### src/rtl/intr_ctrl_if.sv
// Bundle of the CPU-facing interrupt signals and the two external sources.
// The slave modport belongs to intr_ctrl; the master side is the CPU/environment.
interface intr_ctrl_if;
    logic       intr1;
    logic       intr2;
    logic       en;
    logic       ack;
    logic       eoi;
    logic       irq;
    logic [9:0] vector;
    logic [1:0] in_service;
    logic [7:0] lost;

    modport master (
        output intr1, intr2, en, ack, eoi,
        input  irq, vector, in_service, lost
    );

    modport slave (
        input  intr1, intr2, en, ack, eoi,
        output irq, vector, in_service, lost
    );
endinterface

### src/rtl/intr_ctrl.sv
// Two-source edge-triggered interrupt controller: pend latches, fixed priority
// (source 1 first), REQ/SERVICE handshake with the CPU, saturating lost-edge count.
module intr_ctrl #(
    parameter logic [9:0] VEC1 = 10'h3F0,
    parameter logic [9:0] VEC2 = 10'h3F8
) (
    input  logic        clk,
    input  logic        reset,
    intr_ctrl_if.slave  bus
);

    typedef enum logic [1:0] {
        ST_IDLE    = 2'd0,
        ST_REQ     = 2'd1,
        ST_SERVICE = 2'd2
    } state_t;

    state_t      state_r;
    logic        sel_r;          // 1'b0 = source 1, 1'b1 = source 2
    logic [1:0]  prev_r;
    logic [1:0]  pend_r;
    logic [7:0]  lost_r;
    logic        irq_r;
    logic [9:0]  vector_r;
    logic [1:0]  in_service_r;

    logic [1:0]  intr_s;
    logic [1:0]  edge_s;
    logic [1:0]  clr_s;
    logic [1:0]  pend_nxt_s;
    logic [1:0]  lost_hit_s;
    logic [1:0]  lost_inc_s;

    function automatic logic [7:0] sat_add8(input logic [7:0] a, input logic [1:0] b);
        logic [8:0] sum;
        sum      = {1'b0, a} + {7'b0000000, b};
        sat_add8 = sum[8] ? 8'hFF : sum[7:0];
    endfunction

    function automatic logic [1:0] onehot_sel(input logic sel);
        onehot_sel = sel ? 2'b10 : 2'b01;
    endfunction

    assign intr_s = {bus.intr2, bus.intr1};

    // Edge detection, pend set/clear and lost-edge accounting for this cycle.
    always_comb begin
        edge_s     = intr_s & ~prev_r;
        clr_s      = 2'b00;
        if (state_r == ST_REQ && bus.ack) begin
            clr_s = onehot_sel(sel_r);
        end else begin
            clr_s = 2'b00;
        end
        // A new edge beats a simultaneous ack-clear and is then not counted as lost.
        pend_nxt_s = edge_s | (pend_r & ~clr_s);
        lost_hit_s = edge_s & pend_r & ~clr_s;
        lost_inc_s = {1'b0, lost_hit_s[0]} + {1'b0, lost_hit_s[1]};
    end

    // Source history, pending latches and saturating lost counter.
    always_ff @(posedge clk or posedge reset) begin
        if (reset) begin
            prev_r <= 2'b00;
            pend_r <= 2'b00;
            lost_r <= 8'd0;
        end else begin
            prev_r <= intr_s;
            pend_r <= pend_nxt_s;
            lost_r <= sat_add8(lost_r, lost_inc_s);
        end
    end

    // Request/service FSM with registered irq, vector and in_service.
    always_ff @(posedge clk or posedge reset) begin
        if (reset) begin
            state_r      <= ST_IDLE;
            sel_r        <= 1'b0;
            irq_r        <= 1'b0;
            vector_r     <= 10'h000;
            in_service_r <= 2'b00;
        end else begin
            case (state_r)
                ST_IDLE: begin
                    if (bus.en && (pend_r != 2'b00)) begin
                        state_r  <= ST_REQ;
                        sel_r    <= ~pend_r[0];
                        irq_r    <= 1'b1;
                        vector_r <= pend_r[0] ? VEC1 : VEC2;
                    end else begin
                        irq_r    <= 1'b0;
                        vector_r <= 10'h000;
                    end
                    in_service_r <= 2'b00;
                end
                ST_REQ: begin
                    // sel stays frozen here, so a late source-1 edge cannot preempt.
                    if (bus.ack) begin
                        state_r      <= ST_SERVICE;
                        irq_r        <= 1'b0;
                        in_service_r <= onehot_sel(sel_r);
                    end else if (!bus.en) begin
                        state_r  <= ST_IDLE;
                        irq_r    <= 1'b0;
                        vector_r <= 10'h000;
                    end else begin
                        irq_r <= 1'b1;
                    end
                end
                ST_SERVICE: begin
                    if (bus.eoi) begin
                        state_r      <= ST_IDLE;
                        vector_r     <= 10'h000;
                        in_service_r <= 2'b00;
                    end else begin
                        in_service_r <= onehot_sel(sel_r);
                    end
                    irq_r <= 1'b0;
                end
                default: begin
                    state_r      <= ST_IDLE;
                    sel_r        <= 1'b0;
                    irq_r        <= 1'b0;
                    vector_r     <= 10'h000;
                    in_service_r <= 2'b00;
                end
            endcase
        end
    end

    assign bus.irq        = irq_r;
    assign bus.vector     = vector_r;
    assign bus.in_service = in_service_r;
    assign bus.lost       = lost_r;

endmodule

### src/flat_wrapper.sv
// flat-port wrapper written by rule: the top's interface ports become plain ports
module intr_ctrl_flat 
#(
    parameter logic [9:0] VEC1 = 10'h3F0,
    parameter logic [9:0] VEC2 = 10'h3F8
)
  (clk, reset, bus_intr1, bus_intr2, bus_en, bus_ack, bus_eoi, bus_irq, bus_vector, bus_in_service, bus_lost);
  intr_ctrl_if bus_i ();
  input  logic clk;
  input  logic reset;
  input wire logic [$bits(bus_i.intr1)-1:0] bus_intr1;
  input wire logic [$bits(bus_i.intr2)-1:0] bus_intr2;
  input wire logic [$bits(bus_i.en)-1:0] bus_en;
  input wire logic [$bits(bus_i.ack)-1:0] bus_ack;
  input wire logic [$bits(bus_i.eoi)-1:0] bus_eoi;
  output wire logic [$bits(bus_i.irq)-1:0] bus_irq;
  output wire logic [$bits(bus_i.vector)-1:0] bus_vector;
  output wire logic [$bits(bus_i.in_service)-1:0] bus_in_service;
  output wire logic [$bits(bus_i.lost)-1:0] bus_lost;
  assign bus_i.intr1 = bus_intr1;
  assign bus_i.intr2 = bus_intr2;
  assign bus_i.en = bus_en;
  assign bus_i.ack = bus_ack;
  assign bus_i.eoi = bus_eoi;
  assign bus_irq = bus_i.irq;
  assign bus_vector = bus_i.vector;
  assign bus_in_service = bus_i.in_service;
  assign bus_lost = bus_i.lost;
  intr_ctrl #(.VEC1(VEC1), .VEC2(VEC2)) u_core (.clk(clk), .reset(reset), .bus(bus_i));
endmodule
### config.mk
export PLATFORM = sky130hd
export DESIGN_NAME = intr_ctrl_flat
export DESIGN_NICKNAME = d
export VERILOG_FILES = /design/src/rtl/intr_ctrl_if.sv /design/src/rtl/intr_ctrl.sv /design/src/flat_wrapper.sv
export SDC_FILE = /design/constraint.sdc
export NUM_CORES = 1
export LEC_CHECK = 0
export BUFFER_PORTS_ARGS = -buffer_cell sky130_fd_sc_hd__buf_2
export CORE_ASPECT_RATIO = 0.7
export CORE_MARGIN = 8
export CORE_UTILIZATION = 40
export CTS_CLUSTER_DIAMETER = 100
export DETAILED_ROUTE_END_ITERATION = 8
export SLEW_MARGIN = 0
export SYNTH_ARGS = -nofsm -noshare
export SYNTH_HDL_FRONTEND = slang
export SYNTH_SLANG_ARGS = --single-unit
### constraint.sdc
create_clock -name clk -period 3.4 [get_ports clk]
set_input_delay 0.34 -clock clk [delete_from_list [all_inputs] [get_ports clk]]
set_output_delay 0.34 -clock clk [all_outputs]
set_load 0.05 [all_outputs]
==> results.cfg <==
[clock_tree]
holdBufCountCts = 0
cts_buffers = 3
cts-htree-levels = 1
insertion_delay_ps = 300
clockBufferDepth = 2
cts.sinks = 20
cts_root_buffer = clkbuf_4
post-cts-setup-buffer-count = 0
cts_resized = 0
clkSlewWorstSetupHoldPaths_ps = 110
tritoncts = done

[die]
die_w_um = 76.4
io_pins = 28
core_um2 = 2440
start_util = 0.419
rows = 15
dieHeight_um = 58.3
fp.dieArea_um2 = 4450

[timing]
worst_pin_slew_ps = 755
fin_tns_setup_ps = 0
fin_skew_ps = 5.41
clock.fmax_mhz = 373
grt_setup_unrepaired = false
whs_ps = 153
finalCriticalPeriod_ps = 2680
finalHoldViolations = 0
slew_viol_final = 0
finalCritPeriodShare = 0.788
finalSetupViolations = 0
max_slew_margin = 0.496

[synth]
yosysWarnings = 0
yosysTopAreaCell = dfrtp_1
synth.ff_latch_count = 20
synthesis.area_um2 = 1020
ys_seq_area_frac = 0.490
yosysMostFrequentCell = dfrtp_1
synth.distinct_cells = 34
syn-instance-count = 97
synth_edf_count = 0
synth_ff_type = dfrtp_1
async_flop_share = 1.00
avgSynthCellArea_um2 = 10.5
ys_top_cells_by_count = dfrtp_1 (20), o21ai_0 (12), inv_1 (9)
synth_top_area_frac = 0.490
yosys-top-cells-area = dfrtp_1 (49%), o21ai_0 (5.9%), buf_4 (5.9%)

[min_path]
min_path_type = input pin to asynchronous set/reset pin

[global_route]
grt_pass1_vias = 721
grt_max_degree = 21
grt.total_usage = 0.0913
antenna_found_initial = 0
grt_pass1_wl_mm = 3.33
gr-total-overflow = 0

[cells_and_area]
fin_nets = 130
n_antenna_cell = 0
syn2layout_area_growth_pct = 13.2
multiInputGateArea_um2 = 424
fillerInstances = 254
seq_area_um2 = 500
drive_above_1_share = 0.271

[critical_path]
cp-end-kind = flip-flop
path_class = flip-flop to flip-flop
critPathMaxFanout = 6
arrival_ps = 2870
cp-start-kind = flip-flop
cp_data_required_time_ps = 3600

[power_and_ir_drop]
ir_drop_uv = 373
p_leak_nw = 0.592
p_total_mw = 1.16
power.density_nw_per_um2 = 1000

[status]
status = complete, no violations

[route]
drc_errors = 0
drt_first_iter_violations = 27
totalWireLength_mm = 1.93
vias = 744
ant_nets = 0
first_pass_iters = 4
routed_via_density = 4.89
wl_per_cell_um = 12.7

[placement]
portBuffers = 24
place.gp.congestion = 0.808
detailed_place_hpwl_mm = 1.51

[run]
maxCapViolCount = 0
[cells by family after synthesis]
kind of cell / Yosys count / synth area share
AND/OR/NAND/NOR: 27 / 0.163
AO/OA/AOI/OAI: 23 / 0.142
flip-flops: 20 / 0.490
buffers and inverters: 18 / 0.103
adder cells (fa/ha/maj): 4 / 0.0563
XOR/XNOR: 2 / 0.0171
multiplexers: 2 / 0.0257
other: 1 / 0.00367
[where the power goes]
part | internal [mW] | total (mW) | switching (mW)
combinational | 0.170 | 0.634 | 0.464
sequential | 0.320 | 0.390 | 0.0702
clock | 0.0653 | 0.136 | 0.0709
[sequential cells by signal (all words and copies together), names as in the netlist]
name,flops
u_core.sel_r,1
u_core.bus.lost,8
u_core.bus.in_service,2
u_core.bus.vector,2
u_core.bus.irq,1
u_core.state_r,2
u_core.pend_r,2
u_core.prev_r,2
[metal layers]
metal	global-route usage	vias to the layer above	wire, um
li1	-	366	-
met1	0.128	354	1040
met2	0.122	22	734
met3	0.0456	2	144
met4	0.0163	0	12
met5	0	-	0
[worst max-delay path, cell delays in order, from the launching register on]
cell,delay [ps]
dfrtp_1,420
ha_1,270
nand2_1,140
o21ai_0,100
or3_1,340
fa_1,420
and4b_1,390
and3_4,230
mux2_4,290
[cells in the final DEF, fill, tap and decap left out, drive strengths merged, types with 2 or more instances in the layout]
cell,count
a21oi,2
conb,3
xnor2,2
dfrtp,20
ha,3
buf,24
inv,9
nand2b,2
nand2,7
and2b,2
a32o,2
nand3,3
nor2b,3
or3,2
clkbuf,4
mux2,2
o21ai,12
a21o,2
[layout make-up]
class / count / area share
repair buffers: 24 / 0.104
flip-flops and latches: 20 / 0.432
well taps: 34 / 0.0368
inverters: 9 / 0.0292
multi-input cells: 61 / 0.366
clock buffers: 4 / 0.0314
[per-stage QoR]
step / util / instance area [um^2] / instances / worst slack, ps
floorplan: - / 1030 / 99 / 877
global placement: 0.459 / 1120 / 148 / 783
detailed placement: 0.459 / 1120 / 148 / 733
CTS: 0.474 / 1160 / 152 / 730
global route: 0.474 / 1160 / 152 / 531
finish: 0.474 / 1160 / 152 / 722
[path summary, 6_finish.rpt]
kind	start	end	slack, ps	depth (start not counted)
setup / recovery	u_core.state_r[0]	u_core.bus.lost[6]	720	8
hold / removal	reset	u_core.bus.vector[3]	150	2
setup reg to reg	u_core.state_r[0]	u_core.bus.lost[6]	720	8
hold reg to reg	u_core.prev_r[1]	u_core.pend_r[1]	460	1
max in group asynchronous	reset	u_core.bus.in_service[0]	2770	2
min in group clk	bus_intr1	u_core.prev_r[0]	160	1
Power figures use the tool's default switching activity.
